==> src/rtl/skid_buffer_pkg.sv <==
// Shared types and constants for the two-entry valid/ready skid buffer.
package skid_buffer_pkg;

  localparam int unsigned STALL_CNT_W = 32;

  typedef enum logic [1:0] {
    EMPTY = 2'b00,
    BUSY  = 2'b01,
    FULL  = 2'b10
  } state_t;

endpackage

==> src/rtl/dff.sv <==
// Plain W-bit retiming register with no reset and no enable.
module dff #(
  parameter int unsigned W = 32
) (
  input  logic         clk,
  input  logic [W-1:0] i_d,
  output logic [W-1:0] o_q
);

  always_ff @(posedge clk) begin
    o_q <= i_d;
  end

endmodule

==> src/rtl/skid_buffer.sv <==
// Two-entry valid/ready skid buffer; in_ready never depends combinationally on out_ready.
// Optional stall-cycle counter enabled by defining SKID_BUFFER_STATS_EN.
module skid_buffer
  import skid_buffer_pkg::*;
#(
  parameter int unsigned W = 32
) (
  input  logic                   clk,
  input  logic                   arst_n,
  input  logic                   in_valid,
  input  logic [W-1:0]           in_data,
  output logic                   in_ready,
  output logic                   out_valid,
  output logic [W-1:0]           out_data,
  input  logic                   out_ready
`ifdef SKID_BUFFER_STATS_EN
  ,
  input  logic                   stall_clr,
  output logic [STALL_CNT_W-1:0] stall_cnt
`endif
);

  state_t       r_state;
  state_t       w_state_nxt;
  logic         w_out_load;
  logic         w_out_from_skid;
  logic         w_skid_load;
  logic [W-1:0] w_out_d;
  logic [W-1:0] w_skid_d;
  logic [W-1:0] w_skid_q;

  always_ff @(posedge clk or negedge arst_n) begin
    if (!arst_n) begin
      r_state <= EMPTY;
    end else begin
      r_state <= w_state_nxt;
    end
  end

  // Next state and payload load controls; the unused code behaves as EMPTY.
  always_comb begin
    w_state_nxt     = r_state;
    w_out_load      = 1'b0;
    w_out_from_skid = 1'b0;
    w_skid_load     = 1'b0;
    case (r_state)
      BUSY: begin
        if (in_valid && out_ready) begin
          w_out_load = 1'b1;
        end else if (in_valid) begin
          w_skid_load = 1'b1;
          w_state_nxt = FULL;
        end else if (out_ready) begin
          w_state_nxt = EMPTY;
        end
      end
      FULL: begin
        if (out_ready) begin
          w_out_load      = 1'b1;
          w_out_from_skid = 1'b1;
          w_state_nxt     = BUSY;
        end
      end
      default: begin
        if (in_valid) begin
          w_out_load  = 1'b1;
          w_state_nxt = BUSY;
        end else begin
          w_state_nxt = EMPTY;
        end
      end
    endcase
  end

  always_comb begin
    in_ready  = 1'b1;
    out_valid = 1'b0;
    case (r_state)
      BUSY: begin
        out_valid = 1'b1;
      end
      FULL: begin
        out_valid = 1'b1;
        in_ready  = 1'b0;
      end
      default: begin
        out_valid = 1'b0;
        in_ready  = 1'b1;
      end
    endcase
  end

  // Payload registers recirculate their own value when not loading.
  assign w_out_d  = w_out_load ? (w_out_from_skid ? w_skid_q : in_data) : out_data;
  assign w_skid_d = w_skid_load ? in_data : w_skid_q;

  dff #(.W(W)) u_out_reg (
    .clk (clk),
    .i_d (w_out_d),
    .o_q (out_data)
  );

  dff #(.W(W)) u_skid_reg (
    .clk (clk),
    .i_d (w_skid_d),
    .o_q (w_skid_q)
  );

`ifdef SKID_BUFFER_STATS_EN
  logic [STALL_CNT_W-1:0] r_stall_cnt;

  // Saturating stall counter; clear wins over increment.
  always_ff @(posedge clk or negedge arst_n) begin
    if (!arst_n) begin
      r_stall_cnt <= '0;
    end else if (stall_clr) begin
      r_stall_cnt <= '0;
    end else if (out_valid && !out_ready && (r_stall_cnt != '1)) begin
      r_stall_cnt <= r_stall_cnt + STALL_CNT_W'(1);
    end
  end

  assign stall_cnt = r_stall_cnt;
`endif

endmodule

==> config.mk <==
export PLATFORM = sky130hd
export DESIGN_NAME = skid_buffer
export DESIGN_NICKNAME = d
export VERILOG_FILES = /design/src/rtl/skid_buffer_pkg.sv /design/src/rtl/dff.sv /design/src/rtl/skid_buffer.sv
export SDC_FILE = /design/constraint.sdc
export NUM_CORES = 1
export LEC_CHECK = 0
export ABC_CLOCK_PERIOD_IN_PS = 2100
export CORE_ASPECT_RATIO = 1.5
export CORE_UTILIZATION = 25
export DETAILED_ROUTE_END_ITERATION = 7
export DONT_BUFFER_PORTS = 1
export GPL_TIMING_DRIVEN = 0
export PLACE_DENSITY = 0.36
export SETUP_SLACK_MARGIN = 0.3
export SLEW_MARGIN = 5
export SYNTH_ARGS = -nofsm -noshare
export SYNTH_HDL_FRONTEND = slang
export SYNTH_HIERARCHICAL = 1
export SYNTH_SLANG_ARGS = --single-unit
==> constraint.sdc <==
create_clock -name clk -period 2.1 [get_ports clk]
set_input_delay 0.21 -clock clk [delete_from_list [all_inputs] [get_ports clk]]
set_output_delay 0.21 -clock clk [all_outputs]
set_load 0.005 [all_outputs]
After elaboration in Yosys (flattened, before gate mapping) --
Cells that the tools add are included.
Word-level totals: register bits 66, output and inout bits 34, logic and storage cells 27
Cells by class: equality and inequality tests 5, mux-type cells 16, reduce and logical (&&, ||, !) cells 3
Operators with widths (count):
- 32-bit two-way mux | 1
- 1-bit two-way mux | 9
- 2-bit two-way mux | 4
- 2-bit != test (second input constant) | 2
- 2-bit one-hot mux with 2 select lines | 1
- 3-bit != test (second input constant) | 1
- 3-bit AND reduction | 1
- 2-bit by 1-bit equality test with 1-bit output (second input constant) | 1
- 2-bit equality test (second input constant) | 1
- 1-bit one-hot mux with 2 select lines | 1
- 2-bit OR reduction | 1
- 1-bit logical AND | 1

Longest topological paths before layout --
Gate-level depths: netlist of the first run.
depth in word-level cells 4, mapped depth 6, mapped depth without buffers 5

Modules after synthesis --
The synthesis of the first run kept the hierarchy.
Modules (own cells, without submodules):
- skid_buffer | times used 1, cells each 132, area an instance 1507.7 um2, sequential area each 50.0 um2
- dff | times used 2, cells each 32, area an instance 640.6 um2, sequential area each 640.6 um2

Least setup slack after synthesis of the first run --
Ideal clock, no wire load.
kind register -> register, start register r_state[0], end register u_out_reg.o_q[10], data arrival time 1.590 ns, data required time 1.979 ns, setup slack 0.388 ns, cell stages (with the launch flop) 7, path buffers 1, cell sequence dfrtp_1 -> inv_1 -> ha_1 -> a21o_1 -> a22o_4 -> buf_6 -> mux2_4
Between the ends: longest elaborated chain between the ends 3, elaborated cells between the ends (all ways) 5
Ends and longest elaborated chain:
- start, declared | line skid_buffer.sv:23 | state_t r_state;
- start signal, assigned | line skid_buffer.sv:36 | r_state <= w_state_nxt;
- 2-bit equality test | line skid_buffer.sv:46 | case (r_state)
- 1-bit two-way mux | line skid_buffer.sv:46
- 32-bit two-way mux | line skid_buffer.sv:94 | assign w_out_d = w_out_load ? (w_out_from_skid ? w_skid_q : in_data) : out_data;
- end signal, assigned | line dff.sv:11 | o_q <= i_d;
- end, declared | line dff.sv:7 | output logic [W-1:0] o_q
Several ways; a longest one is shown, not always the timed one. A chain may end at the register's enable or synchronous reset.

Worst setup path in the final report of the first run --
start register r_state[0], end register u_out_reg.o_q[5]
The elaborated chain is that of the path after synthesis.

==> summary.md, run 1 <==
| Metric | Value |
|---|---|
| Outcome | complete, no violations |
| Synth Instances | 196 |
| Top cells by area, synth | dfxtp_1 (46%), mux2_2 (25%), mux2_4 (16%) |
| Number of routed nets with antenna violations | 0 |
| Critical Path End Type | register |
| Fin crit period | 1.748 ns |
| EDFF count, synth | 0 |
| Clk sinks | 66 |
| Sequential area share after synthesis | 47.73% |
| Grt ovf | 0 |
| Clk root buf | clkbuf_16 |
| Largest net degree at the start of global routing | 11 |
| Pleak | 1.382 nW |
| CP Max Fanout | 10 |
| Worst slew pin tran | 0.2590 ns |
| CTS tree | built |
| Synth Area per Inst | 14.23 µm² |
| CP Class | reg -> reg |
| Count leader, synth | dfxtp_1 |
| FP Rows | 46 |
| Pwr dens | 1594 nW/µm² |
| GRT Overall Usage | 10.61% |
| Global-route wire length before repair | 9039 µm |
| Worst Skew | 0.005551 ns |
| Fmax | 0.5721 GHz |
| Vias | 1538 |
| Cells on worst reg2reg path | 6 |
| Post-DR wirelength/cell | 15.89 µm |
| Crit path DAT | 1.96 ns |
| Post-layout nets | 250 |
| Switch share | 26.45% |
| Asr flop ratio synth | 3.030% |
| Layout cells sized above 1 | 57.41% |
| Num CTS Buffers | 9 |
| GPL Wtd Cong | 0.6567 |
| Hold Startpoint | in_data[1] |
| Vias per cell | 4.272 |
| Beginning of the critical path | r_state[0]$_DFFE_PN0P_ |
| Die width | 88.24 µm |
| Clock Path Buffers | 2 |
| Die Y | 131.4 µm |
| Hold-critical path endpoint | u_skid_reg/o_q[1]$_DFF_P_ |
| Seq pwr share | 44.5% |
| Starting density of the core | 26.05% |
| DP Cell Count | 340 |
| ANT cells | 0 |
| Synthesized area | 2789 µm² |
| Reg2reg end | u_out_reg/o_q[5]$_DFF_P_ |
| Critical R2R Launch | r_state[0]$_DFFE_PN0P_ |
| Residual DRC | 0 |
| Vias in the first global route | 1724 |
| CP Launch Type | register |
| Post-Route Setup TNS | 0 ns |
| MaxCap Viol Count | 0 |
| Io pins | 70 |
| Post-DP HPWL | 4135 µm |
| Power share of the combinational group | 28.8% |
| FF-to-FF setup slack | 0.35 ns |
| Drt first pass iters | 2 |
| Layout Area Growth over Synthesis | 19.07% |
| Syn Nets | 235 |
| Initial DRC Count | 37 |
| Number of synthesized register bits | 66 |
| Synth top area share | 45.94% |
| Int Pwr | 0.003892 W |
| Max-slew violations | 0 |
| Initial antenna violation count | 0 |
| Critical path required time | 2.31 ns |
| # port buffers | 0 |
| Skew-Pair Late Insertion Delay | 0.32 ns |
| Final setup fails | 0 |
| Routed WL | 5719 µm |
| Yosys warning count | 6 |
| Synth cell count leaders | dfxtp_1 (64), mux2_2 (61), mux2_4 (30) |
| Non-filler instance count after layout | 360 |
| H-tree depth | 3 |
| Largest area contributor in the netlist | dfxtp_1 |
| Ys flop type | dfxtp_1 |
| Number of stages on the worst hold path | 1 |
| Distinct cells, synth | 23 |
| Fin. Hold Viols | 0 |
| NetSw | 0.001400 W |
| Fin crit share | 83.24% |
| Worst VDD drop | 0.0004037 V |
| Slew HR | 82.68% |
| Clk slew on worst S/H paths | 0.05 ns |
| Clk pwr share | 26.6% |
| Setup repair after global routing missed its margin | no |
| HP Class | in -> reg |
| Core Region | 10710 µm² |
| Die ar. | 11590 µm² |
[critical path, cell delays in order (launching register included)]
cell,delay (ns)
dfrtp_1,0.39
inv_2,0.11
ha_4,0.23
a21o_1,0.16
a22o_4,0.26
buf_6,0.17
mux2_4,0.30
[power groups by stage]
| stage | Clock (W) | Sequential [W] | Combinational [W] |
|---|---|---|---|
| 6_report | 0.00141 | 0.00236 | 0.00153 |
| 5_1_grt | 0.00154 | 0.00244 | 0.00166 |
| 4_1_cts | 0.00148 | 0.00237 | 0.00154 |
| 3_5_place_dp | 0 | 0.00239 | 0.00148 |
| 3_3_place_gp | 0 | 0.00236 | 0.00141 |
| 2_1_floorplan | 0 | 0.00224 | 0.00129 |
[state kept, by name, indices dropped and copies added (netlist names)]
register        flops
u_out_reg/o_q      32
r_state             2
u_skid_reg/o_q     32
[per-layer routing]
layer  vias up  share of wire, %  GRT usage, %
li1        723                 -             -
met1       759                34         9.871
met2        48                56         18.85
met3         8               8.2         5.151
met4         0               1.9         4.839
met5         -                 0             0
[how the worst max path moves through the flow]
stage	end	slack, ns	cells after the start
3_5_place_dp	u_out_reg/o_q[8]$_DFF_P_	0.20	6
5_1_grt	u_out_reg/o_q[8]$_DFF_P_	0.30	6
2_1_floorplan	u_out_reg/o_q[10]$_DFF_P_	0.39	6
4_1_cts	u_skid_reg/o_q[14]$_DFF_P_	0.29	5
6_report	u_out_reg/o_q[5]$_DFF_P_	0.35	6
3_3_place_gp	u_out_reg/o_q[24]$_DFF_P_	0.27	6
[cells in the final DEF (no fill, tap or decap), types with 3 or more instances in the layout]
cell type,instances
buf_4,9
clkbuf_1,4
clkbuf_16,9
dfxtp_1,64
inv_1,3
mux2_4,30
mux2_2,61
mux2_1,5
[layout make-up]
cell class                      instances  area [µm²]
Timing Repair Buffer                    4       32.53
Multi-Input combinational cell        115        1378
Buffer                                 11       102.6
Clock buffer                           13       240.2
Tap cell                              144       180.2
Inverter                                4       15.01
Clock inverter                          3       40.04
Fill cell                            1131        7385
Sequential cell                        66        1333
[stage by stage]
stage               hold slack [ns]  power [W]  cell area [µm²]  worst slack (ns)  utilization, %
floorplan                  -0.08559   0.003534             2789            0.3884               -
global placement           -0.08552   0.003762             2969            0.2747           27.73
detailed placement         -0.08551   0.003861             2969            0.1978           27.73
CTS                         0.01143   0.005395             3298            0.2865           30.81
global route               0.008265   0.005636             3321            0.3035           31.02
finish                      0.02962   0.005292             3321            0.3519           31.02
[logic make-up after synthesis]
kind of cell             after synthesis  share of synthesized area (%)
multiplexers                          96                          42.80
flip-flops                            66                          47.73
buffers and inverters                 15                          3.409
AO/OA/AOI/OAI                          8                          2.557
AND/OR/NAND/NOR                        7                          1.839
adder cells (fa/ha/maj)                3                          1.346
XOR/XNOR                               1                         0.3141
[what timing repair did]
action / in CTS / in global routing
hold endpoints to repair: 2 / 0
buffers inserted: 1 / 2
hold buffers: 1 / 0
gates resized for setup: 10 / 5
endpoints found under the setup margin: 60 / 55
pin swaps: 1 / 1
No activity file was read; power rests on OpenSTA's default activity.
==> run 2, diff against run 1 <==
--- a/config.mk
+++ b/config.mk
@@ -5,13 +5,13 @@
 export SDC_FILE = /design/constraint.sdc
 export NUM_CORES = 1
 export LEC_CHECK = 0
-export ABC_CLOCK_PERIOD_IN_PS = 2100
+export ABC_CLOCK_PERIOD_IN_PS = 1500
 export CORE_ASPECT_RATIO = 1.5
 export CORE_UTILIZATION = 25
 export DETAILED_ROUTE_END_ITERATION = 7
 export DONT_BUFFER_PORTS = 1
 export GPL_TIMING_DRIVEN = 0
-export PLACE_DENSITY = 0.36
+export PLACE_DENSITY = 0.38
 export SETUP_SLACK_MARGIN = 0.3
 export SLEW_MARGIN = 5
 export SYNTH_ARGS = -nofsm -noshare
==> constraint.sdc (replaced) <==
create_clock -name clk -period 1.5 [get_ports clk]
set_input_delay 0.15 -clock clk [delete_from_list [all_inputs] [get_ports clk]]
set_output_delay 0.15 -clock clk [all_outputs]
set_load 0.005 [all_outputs]
==> run 2 against run 1 <==
  * The run now ends with negative setup slack left
  * Clock skew decreased by 0.0021 ns
  * Critical path type unchanged
  * Sequential power increased by 39%
  * Sequential cell count unchanged
  * Non-clock buffer count increased by 47
  * Global-route usage increased by 0.98 points
==> summary.md, run 2 (synthesized netlist as in run 1, its figures left out) <==
| Metric | Value |
|---|---|
| GPL Wtd Cong | 0.6179 (-5.9%) |
| Total power draw | 0.007913 W (+50%) |
| FP Rows | 46 (unchanged) |
| Layout Area Growth over Synthesis | 40.65% |
| Grt ovf | 0 (unchanged) |
| Vias in the first global route | 1788 (+3.7%) |
| NetSw | 0.002046 W (+46%) |
| Non-filler instance count after layout | 405 (+13%) |
| Power share of the combinational group | 32.4% (+3.6 points) |
| Critical Path End Type | register |
| Initial DRC Count | 15 (-59%) |
| Number of routed nets with antenna violations | 0 (unchanged) |
| Die Y | 131.4 µm (unchanged) |
| CP Max Fanout | 10 (unchanged) |
| Die width | 88.24 µm (unchanged) |
| Post-DP HPWL | 3657 µm (-12%) |
| Fin crit share | 113.7% (+30 points) |
| Int Pwr | 0.005867 W (+51%) |
| CP Launch Type | register |
| Layout cells sized above 1 | 55.56% (-1.9 points) |
| H-tree depth | 3 (unchanged) |
| Routed WL | 6189 µm (+8.2%) |
| Global-route wire length before repair | 9763 µm (+8.0%) |
| ANT cells | 0 (unchanged) |
| Outcome | finished with violations |
| Fin. Hold Viols | 0 (unchanged) |
| Cell Area, Placed | 3003 µm² (+1.1%) |
| Clk pwr share | 26.2% (-0.4 points) |
| Die ar. | 11590 µm² (unchanged) |
| Setup repair after global routing missed its margin | yes |
| Vias per cell | 4.180 (-2.2%) |
| Pwr dens | 2017 nW/µm² (+27%) |
| Switch share | 25.86% (-0.59 points) |
| # port buffers | 0 (unchanged) |
| Slew HR | 89.02% (+6.3 points) |
| GRT Overall Usage | 11.59% (+0.98 points) |
| Num CTS Buffers | 9 (unchanged) |
| CP cell instances | inv_2 > ha_4 > a21o_1 > a22o_4 > buf_8 > mux2_4 |
| DP Cell Count | 340 (unchanged) |
| HP Class | in -> async |
| Final Worst Setup Slack | -0.2049 ns (-0.5568 ns) |
| Crit path DAT | 1.91 ns (-0.05 ns) |
| Worst Skew | 0.003463 ns (-0.002088 ns) |
| Fmax | 0.5866 GHz (+2.5%) |
| Worst slew pin tran | 0.1635 ns (-0.09552 ns) |
| Initial antenna violation count | 0 (unchanged) |
| CP peak stage delay | 0.39 ns (about the same) |
| Core Region | 10710 µm² (unchanged) |
| Fillcell total | 1091 (-3.5%) |
| Largest regs | u_out_reg/o_q: 32 flops, u_skid_reg/o_q: 32 flops, r_state: 2 flops |
| Largest net degree at the start of global routing | 11 (unchanged) |
| Post-DR wirelength/cell | 15.28 µm (-3.8%) |
| Fin crit period | 1.705 ns (-0.04321 ns) |
| Final setup fails | 57 (+57) |
| Skew-Pair Late Insertion Delay | 0.32 ns (about the same) |
| MaxCap Viol Count | 0 (unchanged) |
| Post-layout nets | 297 (+19%) |
| Vias | 1693 (+10%) |
| Clock Path Buffers | 2 (unchanged) |
| CP Class | reg -> reg |
| Critical path required time | 1.71 ns (-0.60 ns) |
| Most frequent cells in the layout | dfxtp_1 (64), mux2_2 (60), dlygate4sd3_1 (33) |
| CTS tree | built |
| Clk slew on worst S/H paths | 0.05 ns (about the same) |
| Io pins | 70 (unchanged) |
| Fin util | 36.64% (+5.6 points) |
| Slowest cell on the critical path | dfrtp_1 |
| Max-slew violations | 0 (unchanged) |
| Clk root buf | clkbuf_16 |
| Final Cell Area | 3923 µm² (+18%) |
| Starting density of the core | 26.05% (unchanged) |
| Commonest non-fill, non-tap cell in the layout | dfxtp_1 |
| Worst VDD drop | 0.001069 V (+160%) |
| Seq pwr share | 41.4% (-3.1 points) |
| Clk sinks | 66 (unchanged) |
| Failing checks | negative setup slack |
| Drt first pass iters | 3 (+1) |
| Residual DRC | 0 (unchanged) |
| Pleak | 1.671 nW (+21%) |
-- run 2: timing repair --
action / CTS / global route
cloned: 3 / 0
hold buffers: 33 / 0
pin swaps: 0 / 2
buffers inserted: 9 / 6
gates resized for setup: 21 / 7
setup endpoints to repair: 68 / 68
hold endpoints to repair: 34 / 0
-- run 2: path summary, 6_finish.rpt --
kind                                       startpoint                          to  slack, ns  depth (start not counted)
max                            r_state[0]$_DFFE_PN0P_   u_out_reg/o_q[30]$_DFF_P_      -0.20                          6
min                                            arst_n      r_state[0]$_DFFE_PN0P_       0.06                          1
max reg2reg                    r_state[0]$_DFFE_PN0P_   u_out_reg/o_q[30]$_DFF_P_      -0.20                          6
min reg2reg                u_skid_reg/o_q[27]$_DFF_P_  u_skid_reg/o_q[27]$_DFF_P_       0.47                          1
max in group asynchronous                      arst_n      r_state[1]$_DFFE_PN0P_       1.31                          1
min in group clk                          in_data[16]   u_out_reg/o_q[16]$_DFF_P_       0.09                          2
-- run 2: layer usage --
| metal | GRT usage [%] | wire length [µm] | part of all wire (%) | up-vias |
|---|---|---|---|---|
| met2 | 19.02 | 3084 | 50 | 48 |
| met4 | 5.376 | 113 | 1.8 | 0 |
| li1 | - | - | - | 819 |
| met1 | 13.20 | 2609 | 42 | 817 |
| met3 | 3.957 | 381 | 6.2 | 9 |
| met5 | 0 | 0 | 0 | - |
-- run 2: cell type report --
| cell class | count | area (µm²) | area share [%] |
|---|---|---|---|
| tap | 144 | 180.2 | 4.593 |
| multi-input combinational | 115 | 1405 | 35.82 |
| clock buffer | 11 | 252.7 | 6.443 |
| sequential | 66 | 1333 | 33.97 |
| inverter | 4 | 17.52 | 0.4466 |
| buffer | 11 | 151.4 | 3.860 |
| timing repair buffer | 51 | 543.0 | 13.84 |
| clock inverter | 3 | 40.04 | 1.021 |
-- run 2: critical path: cells and delay by family (launching register included) --
kind                       cells  cell delay (ns)
buffers and inverters          2             0.26
adders and majority gates      1             0.22
muxes                          1             0.30
DFF                            1             0.39
AOI/OAI and AO/OA              2             0.42
-- run 2: metrics by stage --
| stage | setup slack, ns | TNS [ns] | hold WS, ns |
|---|---|---|---|
| global placement | -0.3308 | -14.87 | -0.1455 |
| finish | -0.2049 | -9.155 | 0.05861 |
| floorplan | -0.1276 | -3.828 | -0.1456 |
| global route | -0.2511 | -12.90 | 0.04837 |
| CTS | -0.2129 | -9.066 | 0.05088 |
| detailed placement | -0.3343 | -15.56 | -0.1455 |
-- run 2: power groups by stage --
stage	combinational [W]	clock, W	sequential [W]
2_1_floorplan	0.00186	0	0.00315
3_3_place_gp	0.00207	0	0.00331
3_5_place_dp	0.00209	0	0.00332
4_1_cts	0.00248	0.00215	0.00329
5_1_grt	0.00275	0.00221	0.00341
6_report	0.00256	0.00207	0.00328
==> run 3, diff against run 2 <==
--- a/config.mk
+++ b/config.mk
@@ -11,6 +11,7 @@
 export DETAILED_ROUTE_END_ITERATION = 7
 export DONT_BUFFER_PORTS = 1
 export GPL_TIMING_DRIVEN = 0
+export MAX_ROUTING_LAYER = met4
 export PLACE_DENSITY = 0.38
 export SETUP_SLACK_MARGIN = 0.3
 export SLEW_MARGIN = 5
==> run 3 against run 2 <==
  * The flow still finishes with violations (negative setup slack)
  * Sequential power about the same
  * Largest cell class unchanged
  * Highest routed layer unchanged
  * Routed wire length increased by 0.36%
  * Die area unchanged
==> summary.md, run 3 (synthesized netlist as in run 1, its figures left out) <==
| Metric | Value |
|---|---|
| Power share of the combinational group | 32.4% (about the same) |
| Cells on worst reg2reg path | 6 (unchanged) |
| CP Class | reg -> reg |
| Slew HR | 89.02% (unchanged) |
| Largest regs | u_out_reg/o_q: 32 flops, u_skid_reg/o_q: 32 flops, r_state: 2 flops |
| CP Max Fanout | 10 (unchanged) |
| NetSw | 0.002047 W (about the same) |
| Critical path required time | 1.71 ns (about the same) |
| FF-to-FF setup slack | -0.21 ns (about the same) |
| Clk root buf | clkbuf_16 |
| Fin. Hold Viols | 0 (unchanged) |
| CTS tree | built |
| Number of routed nets with antenna violations | 0 (unchanged) |
| Clk pwr share | 26.2% (about the same) |
| Setup repair after global routing missed its margin | yes |
| Starting density of the core | 26.05% (unchanged) |
| Post-layout nets | 297 (unchanged) |
| Residual DRC | 0 (unchanged) |
| Die width | 88.24 µm (unchanged) |
| Critical Path End Type | register |
| Fin crit share | 113.7% (about the same) |
| Die Y | 131.4 µm (unchanged) |
| FP Rows | 46 (unchanged) |
| # port buffers | 0 (unchanged) |
| Commonest non-fill, non-tap cell in the layout | dfxtp_1 |
| Post-DP HPWL | 3657 µm (unchanged) |
| Place WS | -0.3343 ns (unchanged) |
| Clk slew on worst S/H paths | 0.05 ns (about the same) |
| Max-slew violations | 0 (unchanged) |
| Reg2reg end | u_out_reg/o_q[30]$_DFF_P_ |
| Int Pwr | 0.005867 W (about the same) |
| Final Cell Area | 3923 µm² (unchanged) |
| Vias per cell | 4.165 (-0.35%) |
| HP Class | in -> async |
| Initial antenna violation count | 0 (unchanged) |
| Crit path DAT | 1.91 ns (about the same) |
| Worst slew pin tran | 0.1635 ns (unchanged) |
| Core Region | 10710 µm² (unchanged) |
| Layout Area Growth over Synthesis | 40.65% (unchanged) |
| Clock Path Buffers | 2 (unchanged) |
| Pwr dens | 2017 nW/µm² (about the same) |
| Most frequent cells in the layout | dfxtp_1 (64), mux2_2 (60), dlygate4sd3_1 (33) |
| Final Worst Setup Slack | -0.2055 ns (-0.0005970 ns) |
| Outcome | finished with violations |
| Critical R2R Launch | r_state[0]$_DFFE_PN0P_ |
| Final setup fails | 60 (+5.3%) |
| Vias | 1687 (-0.35%) |
| Seq pwr share | 41.4% (about the same) |
| Layout cells sized above 1 | 55.56% (unchanged) |
| Die ar. | 11590 µm² (unchanged) |
| Skew-Pair Late Insertion Delay | 0.32 ns (about the same) |
| Drt first pass iters | 3 (unchanged) |
| Io pins | 70 (unchanged) |
| GRT Overall Usage | 11.92% (+0.33 points) |
| Worst VDD drop | 0.001069 V (about the same) |
| Vias in the first global route | 1791 (+0.17%) |
| Grt ovf | 0 (unchanged) |
| CP Launch Type | register |
| DP Cell Count | 340 (unchanged) |
| Worst Skew | 0.003413 ns (-0.00005001 ns) |
| Largest net degree at the start of global routing | 11 (unchanged) |
| Fin crit period | 1.705 ns (+0.0005970 ns) |
| Non-filler instance count after layout | 405 (unchanged) |
| GPL Wtd Cong | 0.6224 (+0.73%) |
| MaxCap Viol Count | 0 (unchanged) |
| Fmax | 0.5864 GHz (about the same) |
| Fillcell total | 1091 (unchanged) |
| Post-DR wirelength/cell | 15.34 µm (+0.36%) |
| Routed WL | 6211 µm (+0.36%) |
| WHS | 0.05771 ns (-0.0008942 ns) |
| Cell Area, Placed | 3003 µm² (unchanged) |
| Global-route wire length before repair | 9784 µm (+0.22%) |
| Pleak | 1.671 nW (unchanged) |
| Failing checks | negative setup slack |
| Num CTS Buffers | 9 (unchanged) |
| Switch share | 25.86% (about the same) |
| ANT cells | 0 (unchanged) |
| H-tree depth | 3 (unchanged) |
| Initial DRC Count | 18 (+3) |
| Clk sinks | 66 (unchanged) |
[run 3: cell counts in the layout (fill, tap and decap cells not counted)]
Identical to the previous run, type by type.
[run 3: worst max-delay path by stage]
stage,from,to,slack (ns),cells after the start
finish,r_state[0]$_DFFE_PN0P_,u_out_reg/o_q[30]$_DFF_P_,-0.21,6
global route,r_state[0]$_DFFE_PN0P_,u_out_reg/o_q[17]$_DFF_P_,-0.25,6
CTS,r_state[0]$_DFFE_PN0P_,u_out_reg/o_q[30]$_DFF_P_,-0.21,6
detailed placement,r_state[1]$_DFFE_PN0P_,u_out_reg/o_q[13]$_DFF_P_,-0.33,5
global placement,r_state[1]$_DFFE_PN0P_,u_out_reg/o_q[13]$_DFF_P_,-0.33,5
floorplan,r_state[0]$_DFFE_PN0P_,u_out_reg/o_q[10]$_DFF_P_,-0.13,6
[run 3: final cells by class]
cell class                      count  area, µm²  share of cell area, %
Buffer                             11      151.4                  3.860
Clock buffer                       11      252.7                  6.443
Clock inverter                      3      40.04                  1.021
Inverter                            4      17.52                 0.4466
Multi-Input combinational cell    115       1405                  35.82
Sequential cell                    66       1333                  33.97
Tap cell                          144      180.2                  4.593
Timing Repair Buffer               51      543.0                  13.84
[run 3: metal layers]
layer	up-vias	global-route usage [%]	routed length, µm
li1	819	-	-
met1	812	13.44	2628
met2	46	19.02	3080
met3	10	3.643	377
met4	0	5.376	125
met5	-	-	0
[run 3: metrics by stage]
stage / utilization (%) / total power, W / TNS (ns)
final: 36.64 / 0.007914 / -9.214
after global routing: 36.64 / 0.008371 / -13.07
after CTS: 35.93 / 0.007920 / -9.066
after detailed placement: 28.05 / 0.005414 / -15.56
after global placement: 28.05 / 0.005375 / -14.87
after floorplan: - / 0.005002 / -3.828
[run 3: critical path, stage by stage, from the launching register on]
cell and delay [ns]:
dfrtp_1 0.39, inv_2 0.09, ha_4 0.22, a21o_1 0.16, a22o_4 0.26, buf_8 0.17
mux2_4 0.30
[run 3: power by group through the flow]
stage / registers [W] / clock network (W) / logic [W]
2_1_floorplan: 0.00315 / 0 / 0.00186
3_5_place_dp: 0.00332 / 0 / 0.00209
6_report: 0.00327 / 0.00208 / 0.00256
5_1_grt: 0.00341 / 0.00222 / 0.00275
3_3_place_gp: 0.00331 / 0 / 0.00207
4_1_cts: 0.00329 / 0.00215 / 0.00248
[run 3: repair_timing]
item	CTS	global route
cloned	3	0
endpoints found under the setup margin	68	68
hold buffers	33	0
buffers inserted	9	6
endpoints found under the hold margin	34	0
resized for setup	21	7
pin swaps	0	2
